**src/rtl/pit_irq_scheduler.sv**
```systemverilog
// Four-channel timer interrupt scheduler: captures one-cycle timer pulses into
// pending flags, tracks lost pulses, and presents one interrupt at a time round-robin.
module pit_irq_scheduler #(
    parameter int NUM_CH = 4
) (
    input  logic                      clk,
    input  logic                      rst,
    input  logic                      enable,
    input  logic [NUM_CH-1:0]         irq_in,
    input  logic [NUM_CH-1:0]         mask,
    input  logic                      irq_ack,
    input  logic                      overrun_clr,
    output logic                      irq_out,
    output logic [$clog2(NUM_CH)-1:0] irq_id,
    output logic [NUM_CH-1:0]         pending,
    output logic [NUM_CH-1:0]         overrun
);

    localparam int ID_W = $clog2(NUM_CH);

    typedef enum logic {
        IDLE  = 1'b0,
        SERVE = 1'b1
    } state_t;

    state_t              r_state;
    state_t              w_state_nxt;
    logic                r_irq_out;
    logic [ID_W-1:0]     r_irq_id;
    logic [ID_W-1:0]     r_last;
    logic [NUM_CH-1:0]   r_pending;
    logic [NUM_CH-1:0]   r_overrun;

    logic [NUM_CH-1:0]   w_cap;
    logic [NUM_CH-1:0]   w_cand;
    logic                w_grant;
    logic                w_found;
    logic [ID_W-1:0]     w_winner;
    logic [NUM_CH-1:0]   w_grant_clr;
    logic [NUM_CH-1:0]   w_ovr_set;

    assign w_cap  = irq_in & ~mask & {NUM_CH{enable}};
    assign w_cand = r_pending & ~mask;

    // Round-robin search starting one past the last granted channel.
    always_comb begin
        // NOTE: every combinational output gets a default first so no path leaves it unassigned (no latch).
        logic [ID_W-1:0] idx;
        idx      = '0;
        w_found  = 1'b0;
        w_winner = '0;
        for (int k = 1; k <= NUM_CH; k++) begin
            idx = r_last + ID_W'(k);
            if (!w_found && w_cand[idx]) begin
                w_found  = 1'b1;
                w_winner = idx;
            end
        end
    end

    assign w_grant     = (r_state == IDLE) && w_found;
    assign w_grant_clr = w_grant ? (NUM_CH'(1) << w_winner) : '0;
    // A pulse on the channel being granted this edge re-arms it rather than overrunning.
    assign w_ovr_set   = w_cap & r_pending & ~w_grant_clr;

    always_comb begin
        w_state_nxt = r_state;
        unique case (r_state)
            IDLE:    if (w_grant) w_state_nxt = SERVE;
            SERVE:   if (irq_ack) w_state_nxt = IDLE;
            default: w_state_nxt = IDLE;
        endcase
    end

    // NOTE: sequential state uses non-blocking assignments so every register samples pre-edge values.
    always_ff @(posedge clk or posedge rst) begin
        if (rst) r_state <= IDLE;
        else     r_state <= w_state_nxt;
    end

    always_ff @(posedge clk or posedge rst) begin
        if (rst) begin
            r_irq_out <= 1'b0;
            r_irq_id  <= '0;
            r_last    <= ID_W'(NUM_CH - 1);
            r_pending <= '0;
            r_overrun <= '0;
        end else begin
            r_irq_out <= (w_state_nxt == SERVE);
            if (w_grant) begin
                r_irq_id <= w_winner;
                r_last   <= w_winner;
            end
            r_pending <= (r_pending & ~w_grant_clr) | w_cap;
            r_overrun <= (overrun_clr ? '0 : r_overrun) | w_ovr_set;
        end
    end

    assign irq_out = r_irq_out;
    assign irq_id  = r_irq_id;
    assign pending = r_pending;
    assign overrun = r_overrun;

endmodule

```
**config.mk**
```make
export PLATFORM = sky130hd
export DESIGN_NAME = pit_irq_scheduler
export DESIGN_NICKNAME = d
export VERILOG_FILES = /design/src/rtl/pit_irq_scheduler.sv
export SDC_FILE = /design/constraint.sdc
export NUM_CORES = 1
export LEC_CHECK = 0
export ABC_AREA = 1
export BUFFER_PORTS_ARGS = -buffer_cell sky130_fd_sc_hd__buf_4
export CAP_MARGIN = 20
export CORE_AREA = 2 2 49 51
export CTS_CLUSTER_SIZE = 10
export DETAILED_ROUTE_END_ITERATION = 8
export DIE_AREA = 0 0 51 53
export HOLD_SLACK_MARGIN = 0.06
export PLACE_DENSITY = 0.74
export SLEW_MARGIN = 20
export SYNTH_ARGS = -nofsm -noshare
export SYNTH_HDL_FRONTEND = slang
export SYNTH_SLANG_ARGS = --single-unit
```
**constraint.sdc**
```tcl
create_clock -name clk -period 2.1 [get_ports clk]
set_input_delay 0.21 -clock clk [delete_from_list [all_inputs] [get_ports clk]]
set_output_delay 0.21 -clock clk [all_outputs]
set_load 0.01 [all_outputs]
```
==> run_results.csv, run 1 <==
group,metric,value,unit
global_routing,met1_usage,19.0,%
setup_path,cp.arrival,1.91,ns
layout,final_core_utilization,50.0,%
synthesis,synth_cell_types,18,
clock_tree,post_cts_resized,0,
synthesis,ys_seq_area_share,38.9,%
synthesis,ys_warn_count,0,
layout,drive_gt1_share,27.7,%
layout,diodes,0,
global_routing,grt-ovfl-total,0,
synthesis,avgSynthCellArea,6.96,um2
run,max_cap_viol_count,0,
setup_path,critical-path-top-delay-family,"simple AND/OR/NAND/NOR gates",
timing,setup_tns,0,ns
synthesis,syn_area,842,um2
floorplan,boundaryPins,24,
global_routing,grt_pass1_vias,790,
global_routing,gr-max-usage-layer,"met2",
detailed_routing,totalWireLength,1870,um
detailed_routing,antenna_left,0,
clock_tree,h-tree-depth,1,
clock_tree,postCtsSetupBuffers,0,
power,p_per_area,1580,nW/um2
floorplan,core_area,2150,um2
floorplan,die_h,53,um
synthesis,synth_top_family_by_area,"simple AND/OR/NAND/NOR gates",
power,vdd_drop_max,756,uV
global_routing,gr-usage-all-layers,16.1,%
synthesis,synth-xor-area-share,0,%
hold_path,hp-class,"in2reg",
clock_tree,clockBufferDepth,2,
placed_design,postPlaceCellArea,1040,um2
setup_path,path_cells,"nand3_1 > nand3_1 > nand2_2 > nand2_1 > nand2_1 > nand2_1 > nand2_2 > nor2_4 > nand2_1 > nand2_1 > nand2_1",
global_routing,grt_max_degree,14,
setup_path,required,2.26,ns
detailed_routing,routed_via_density,4.73,
floorplan,num_rows,17,
power,finalPower,1.69,mW
global_routing,antenna_found_initial,0,
timing,hold_viol,0,
layout,area_growth,27.6,%
synthesis,synthMuxAreaShare,0,%
global_routing,use_met3,1.98,%
setup_path,end_kind,"register",
floorplan,die_w,51,um
synthesis,synthAdderAreaFrac,0,%
setup_path,worstSetupPathType,"reg2reg",
clock_tree,cts_root_buf,"clkbuf_4",
timing,worstMarginPinSlew,0.482,ns
run_status,status,"finished clean",
timing,period_share,83.2,%
setup_path,slowest_delay,0.66,ns
synthesis,synthesis.nets,134,
setup_path,start_kind,"register",
placed_design,hpwlAfterDp,1580,um
timing,clock_skew,0.00280,ns
synthesis,synthCells,121,
floorplan,start_util,39.2,%
setup_path,crit_path_max_fanout,8,
global_routing,use_met2,28.6,%
placed_design,place_congestion,0.933,
setup_path,cpMaxStageDelayCell,"dfstp_2",
timing,drv_slew,0,
timing,rsz0062_at_grt,"false",
setup_path,r2r_slack,0.35,ns
timing,max_freq,572,MHz
clock_tree,insertion_delay,0.27,ns
timing,setup_viol,0,
clock_tree,cts_tree,"built",
clock_tree,path_clk_slew,0.07,ns
floorplan,dieArea,2700,um2
detailed_routing,post_drt_wl_per_cell,10.6,um
detailed_routing,drc,0,
synthesis,synth_compound_area_share,4.01,%
layout,finalNetCount,162,
setup_path,path_buf_inv,0,
clock_tree,cts.sinks,13,
timing,period_needed,1.75,ns
detailed_routing,drtIter0Drc,9,
power,p_leak,0.611,nW
synthesis,yosys.area_share.simple,47.7,%
detailed_routing,first_pass_iters,4,
clock_tree,hold_buffers,1,
global_routing,grt_pass1_wl,3260,um
placed_design,io_buffer_count,23,
clock_tree,numCtsBuffers,3,
detailed_routing,vias,833,
timing,slew-limit-headroom,67.8,%
layout,postLayoutCellArea,1070,um2
setup_path,cpMostUsedCell,"nand2_1",
synthesis,synth_seq_cells,13,
==> registers in the layout, indices dropped and copies added (netlist names) <==
name / flops
overrun: 4
pending: 4
irq_id: 2
r_last: 2
irq_out: 1
==> cells in the final DEF (no fill, tap or decap) <==
cell / instances
a31oi_1: 1
nand2_2: 6
clkbuf_4: 3
nand4_1: 2
dfrtp_1: 11
dfstp_2: 2
o21ai_0: 3
nand2_4: 2
nand2_1: 42
buf_4: 23
inv_8: 1
nand4_2: 1
dlygate4sd3_1: 1
inv_1: 13
nor2_1: 6
clkbuf_1: 1
a21oi_1: 1
nand3_1: 25
nor2_4: 1
inv_2: 2
o21bai_1: 1
==> cell families after synthesis <==
| group | Yosys count |
|---|---|
| DFF | 13 |
| AOI/OAI and AO/OA | 6 |
| buffers and inverters | 17 |
| and+or+nand+nor | 85 |
==> final timing paths <==
path	start	to	cells after the start
min	irq_ack	irq_out	2
max in group asynchronous	rst	r_last[0]	3
min in group asynchronous	rst	irq_out	3
max	r_last[0]	overrun[1]	11
max reg2reg	r_last[0]	overrun[1]	11
min reg2reg	overrun[1]	overrun[1]	2
==> area by class of cell <==
type | instances | area, um2
multi-input combinational | 91 | 435
sequential | 13 | 328
clock buffer | 4 | 26.3
tap | 28 | 35.0
timing repair buffer | 24 | 183
fill | 209 | 1070
inverter | 16 | 67.6
==> layer usage <==
metal,vias up,part of all wire [%]
met2,18,49
met4,0,0.48
met1,369,46
met5,-,0
met3,2,4.2
li1,444,-
==> power breakdown <==
part           total, mW  switching, mW  internal, mW
sequential         0.497          0.123         0.373
combinational       1.05          0.646         0.403
clock              0.147         0.0739        0.0735
==> synthesized netlist by cell type (all sizes together) <==
library cell,n,area (um2)
buf,1,11.3
inv,16,67.6
nor2,7,33.8
a21oi,1,5.00
a31oi,1,6.26
o21ai,3,15.0
nand4,3,25.0
o21bai,1,7.51
dfrtp,11,275
nand2,50,218
nand3,25,125
dfstp,2,52.6
==> per-stage QoR <==
step	hold slack [ns]	cells	setup WS, ns
6_report	0.123	176	0.352
5_1_grt	0.108	176	0.160
4_1_cts	0.113	176	0.350
3_5_place_dp	0.269	171	0.352
3_3_place_gp	0.257	171	0.375
2_1_floorplan	0.0855	121	0.549
Power figures use the tool's default switching activity.
==> inputs of run 2 (changes only) <==
--- a/config.mk
+++ b/config.mk
@@ -5,15 +5,15 @@
 export SDC_FILE = /design/constraint.sdc
 export NUM_CORES = 1
 export LEC_CHECK = 0
-export ABC_AREA = 1
+export ABC_AREA = 0
 export BUFFER_PORTS_ARGS = -buffer_cell sky130_fd_sc_hd__buf_4
 export CAP_MARGIN = 20
-export CORE_AREA = 2 2 49 51
+export CORE_AREA = 2 2 47 49
 export CTS_CLUSTER_SIZE = 10
 export DETAILED_ROUTE_END_ITERATION = 8
-export DIE_AREA = 0 0 51 53
+export DIE_AREA = 0 0 49 51
 export HOLD_SLACK_MARGIN = 0.06
-export PLACE_DENSITY = 0.74
+export PLACE_DENSITY = 0.76
 export SLEW_MARGIN = 20
 export SYNTH_ARGS = -nofsm -noshare
 export SYNTH_HDL_FRONTEND = slang
==> constraint.sdc (replaced) <==
create_clock -name clk -period 1.5 [get_ports clk]
set_input_delay 0.15 -clock clk [delete_from_list [all_inputs] [get_ports clk]]
set_output_delay 0.15 -clock clk [all_outputs]
set_load 0.01 [all_outputs]
==> run 2 against run 1 <==
Cell count down 19%; wire length up 14%; sequential share of layout area down 1.0 points; largest power group unchanged.
==> run_results.csv, run 2 <==
group,metric,value,unit
timing,hold_viol,0,
global_routing,use_met3,2.63,%
detailed_routing,vias,768,
synthesis,synth_top_area_share,36.5,%
timing,slew-limit-headroom,66.4,%
synthesis,synth_top_cells_by_count,"dfrtp_1 (11), a21oi_1 (8), inv_1 (5), nor2_1 (5), nor2b_1 (5)",
run_status,status,"finished clean",
detailed_routing,antenna_left,0,
synthesis,synth_cell_types,30,
synthesis,yosysMostFrequentCell,"dfrtp_1",
setup_path,slowest_delay,0.56,ns
placed_design,io_buffer_count,23,
layout,num-fill-cells,204,
timing,worstMarginPinSlew,0.504,ns
floorplan,dieArea,2500,um2
floorplan,start_util,36.6,%
layout,final_cell_mix,"buf_4 (31), dfrtp_1 (11), a21oi_1 (8)",
clock_tree,cts_tree,"built",
power,vdd_drop_max,900,uV
timing,clock_skew,0.000323,ns
timing,max_freq,677,MHz
floorplan,boundaryPins,24,
clock_tree,cts_root_buf,"clkbuf_4",
synthesis,syn_area,754,um2
synthesis,ys_seq_area_share,43.4,%
detailed_routing,post_drt_wl_per_cell,15.0,um
synthesis,avgSynthCellArea,9.80,um2
setup_path,cpMostUsedCell,"buf_4",
timing,period_share,98.5,%
global_routing,gr-max-usage-layer,"met2",
global_routing,met1_usage,22.4,%
layout,final_core_utilization,53.9,%
clock_tree,path_clk_slew,0.09,ns
clock_tree,insertion_delay,0.28,ns
global_routing,grt_pass1_wl,3360,um
setup_path,crit_path_max_fanout,5,
floorplan,die_w,49,um
setup_path,required,1.68,ns
detailed_routing,totalWireLength,2130,um
placed_design,dpl.cell_count,135,
synthesis,ys_warn_count,0,
synthesis,synth_edf_count,0,
layout,post_layout_nonfiller_instances,142,
global_routing,grt-ovfl-total,0,
hold_path,hp-class,"in2reg",
setup_path,path_buf_inv,2,
synthesis,synth_seq_cells,13,
placed_design,postPlaceCellArea,1010,um2
synthesis,ys_top_cells_by_area,"dfrtp_1 (36%), dfstp_2 (7.0%), a21oi_1 (5.3%)",
floorplan,core_area,2060,um2
setup_path,path_cells,"buf_4 > nor3b_2 > o221ai_2 > buf_4 > nand3_1 > o21a_1",
layout,drive_gt1_share,44.7,%
layout,diodes,0,
timing,drv_slew,0,
timing,setup_ws,0.0219,ns
clock_tree,clockBufferDepth,2,
clock_tree,numCtsBuffers,3,
placed_design,dpl_worst_slack,-0.0127,ns
synthesis,yosys.area.top_type,"dfrtp_1",
timing,setup_viol,0,
detailed_routing,first_pass_iters,4,
synthesis,synthesis.nets,90,
layout,postLayoutCellArea,1110,um2
placed_design,hpwlAfterDp,1500,um
layout,finalNetCount,128,
global_routing,antenna_found_initial,0,
synthesis,synthCells,77,
setup_path,cpMaxStageDelayCell,"dfstp_2",
setup_path,start_kind,"register",
global_routing,grt_max_degree,14,
global_routing,grt_pass1_vias,726,
setup_path,cp.arrival,1.66,ns
global_routing,use_met2,29.9,%
detailed_routing,drc,0,
setup_path,critical-path-top-delay-family,"flip-flops",
detailed_routing,drtIter0Drc,12,
floorplan,num_rows,17,
global_routing,gr-usage-all-layers,17.7,%
power,p_per_area,1840,nW/um2
synthesis,ys_async_sr_fraction,100,%
detailed_routing,routed_via_density,5.41,
layout,area_growth,47.4,%
power,p_leak,0.502,nW
layout,final_common_cell,"buf_4",
floorplan,die_h,51,um
timing,period_needed,1.48,ns
setup_path,end_kind,"register",
clock_tree,h-tree-depth,1,
placed_design,place_congestion,0.825,
setup_path,worstSetupPathType,"reg2reg",
clock_tree,cts.sinks,13,
synthesis,synth_flop_cell,"dfrtp_1",
run,max_cap_viol_count,0,
==> run 2: cell count changes after synthesis, sizes merged, moves of 2 or more <==
cell,delta
a21oi,+7
inv,-11
mux2,+2
nand2,-47
nand2b,+4
nand3,-22
nand3b,+2
nand4,-3
nor2,-2
nor2b,+5
nor3,+4
nor3b,+2
o21a,+3
o21ai,+2
==> run 2: cells by family (layout without fill, tap and decap cells) <==
logic type | Yosys count | count (layout) | synth area share [%]
AO/OA/AOI/OAI | 24 | 24 | 24.7
AND/OR/NAND/NOR | 33 | 33 | 26.4
multiplexers | 2 | 2 | 2.98
flip-flops | 13 | 13 | 43.4
buffers and inverters | 5 | 42 | 2.49
==> run 2: cell type report <==
class	count	area [um2]	area share (%)
timing repair buffer	33	253	22.7
inverter	5	18.8	1.69
sequential	13	328	29.5
multi-input combinational	59	452	40.6
clock buffer	4	26.3	2.36
tap	28	35.0	3.15
==> run 2: worst paths after layout <==
kind | from | endpoint | slack [ns] | cells past startpoint
worst max-delay path | r_last[0] | overrun[3] | 0.02 | 6
worst max register to register | r_last[0] | overrun[3] | 0.02 | 6
min in group asynchronous | rst | overrun[1] | 0.44 | 3
worst min-delay path | mask[0] | pending[0] | 0.15 | 4
max in group asynchronous | rst | r_last[1] | 0.70 | 3
worst min register to register | irq_id[0] | irq_id[0] | 0.52 | 1
==> run 2: worst min-delay path, cell delays in order <==
cell and delay [ns]:
buf_4 0.08, nor2_1 0.05, nor2_1 0.08, a21oi_1 0.04
==> run 2: repair_timing <==
action,CTS,global route
hold endpoints to repair,12,0
endpoints found under the setup margin,4,9
hold buffers,2,0
resized for setup,0,9
pin swaps,0,2
setup buffers,1,0
==> run 2: where the power goes <==
| group | internal, mW | total, mW | switching [mW] |
|---|---|---|---|
| registers | 0.509 | 0.635 | 0.126 |
| clock network | 0.103 | 0.233 | 0.130 |
| logic | 0.621 | 1.18 | 0.562 |
==> run 2: routing by layer <==
layer | routed length (um) | vias up
met5 | 0 | -
met1 | 911 | 373
met3 | 101 | 8
met4 | 86 | 0
li1 | - | 356
met2 | 1030 | 31
==> run 2: through the flow <==
stage	hold slack [ns]	power, mW	TNS, ns
floorplan	0.0255	1.25	0
global placement	0.215	1.66	0
detailed placement	0.223	1.70	-0.0199
CTS	0.160	1.95	0
global route	0.165	2.18	-0.0574
finish	0.154	2.05	0
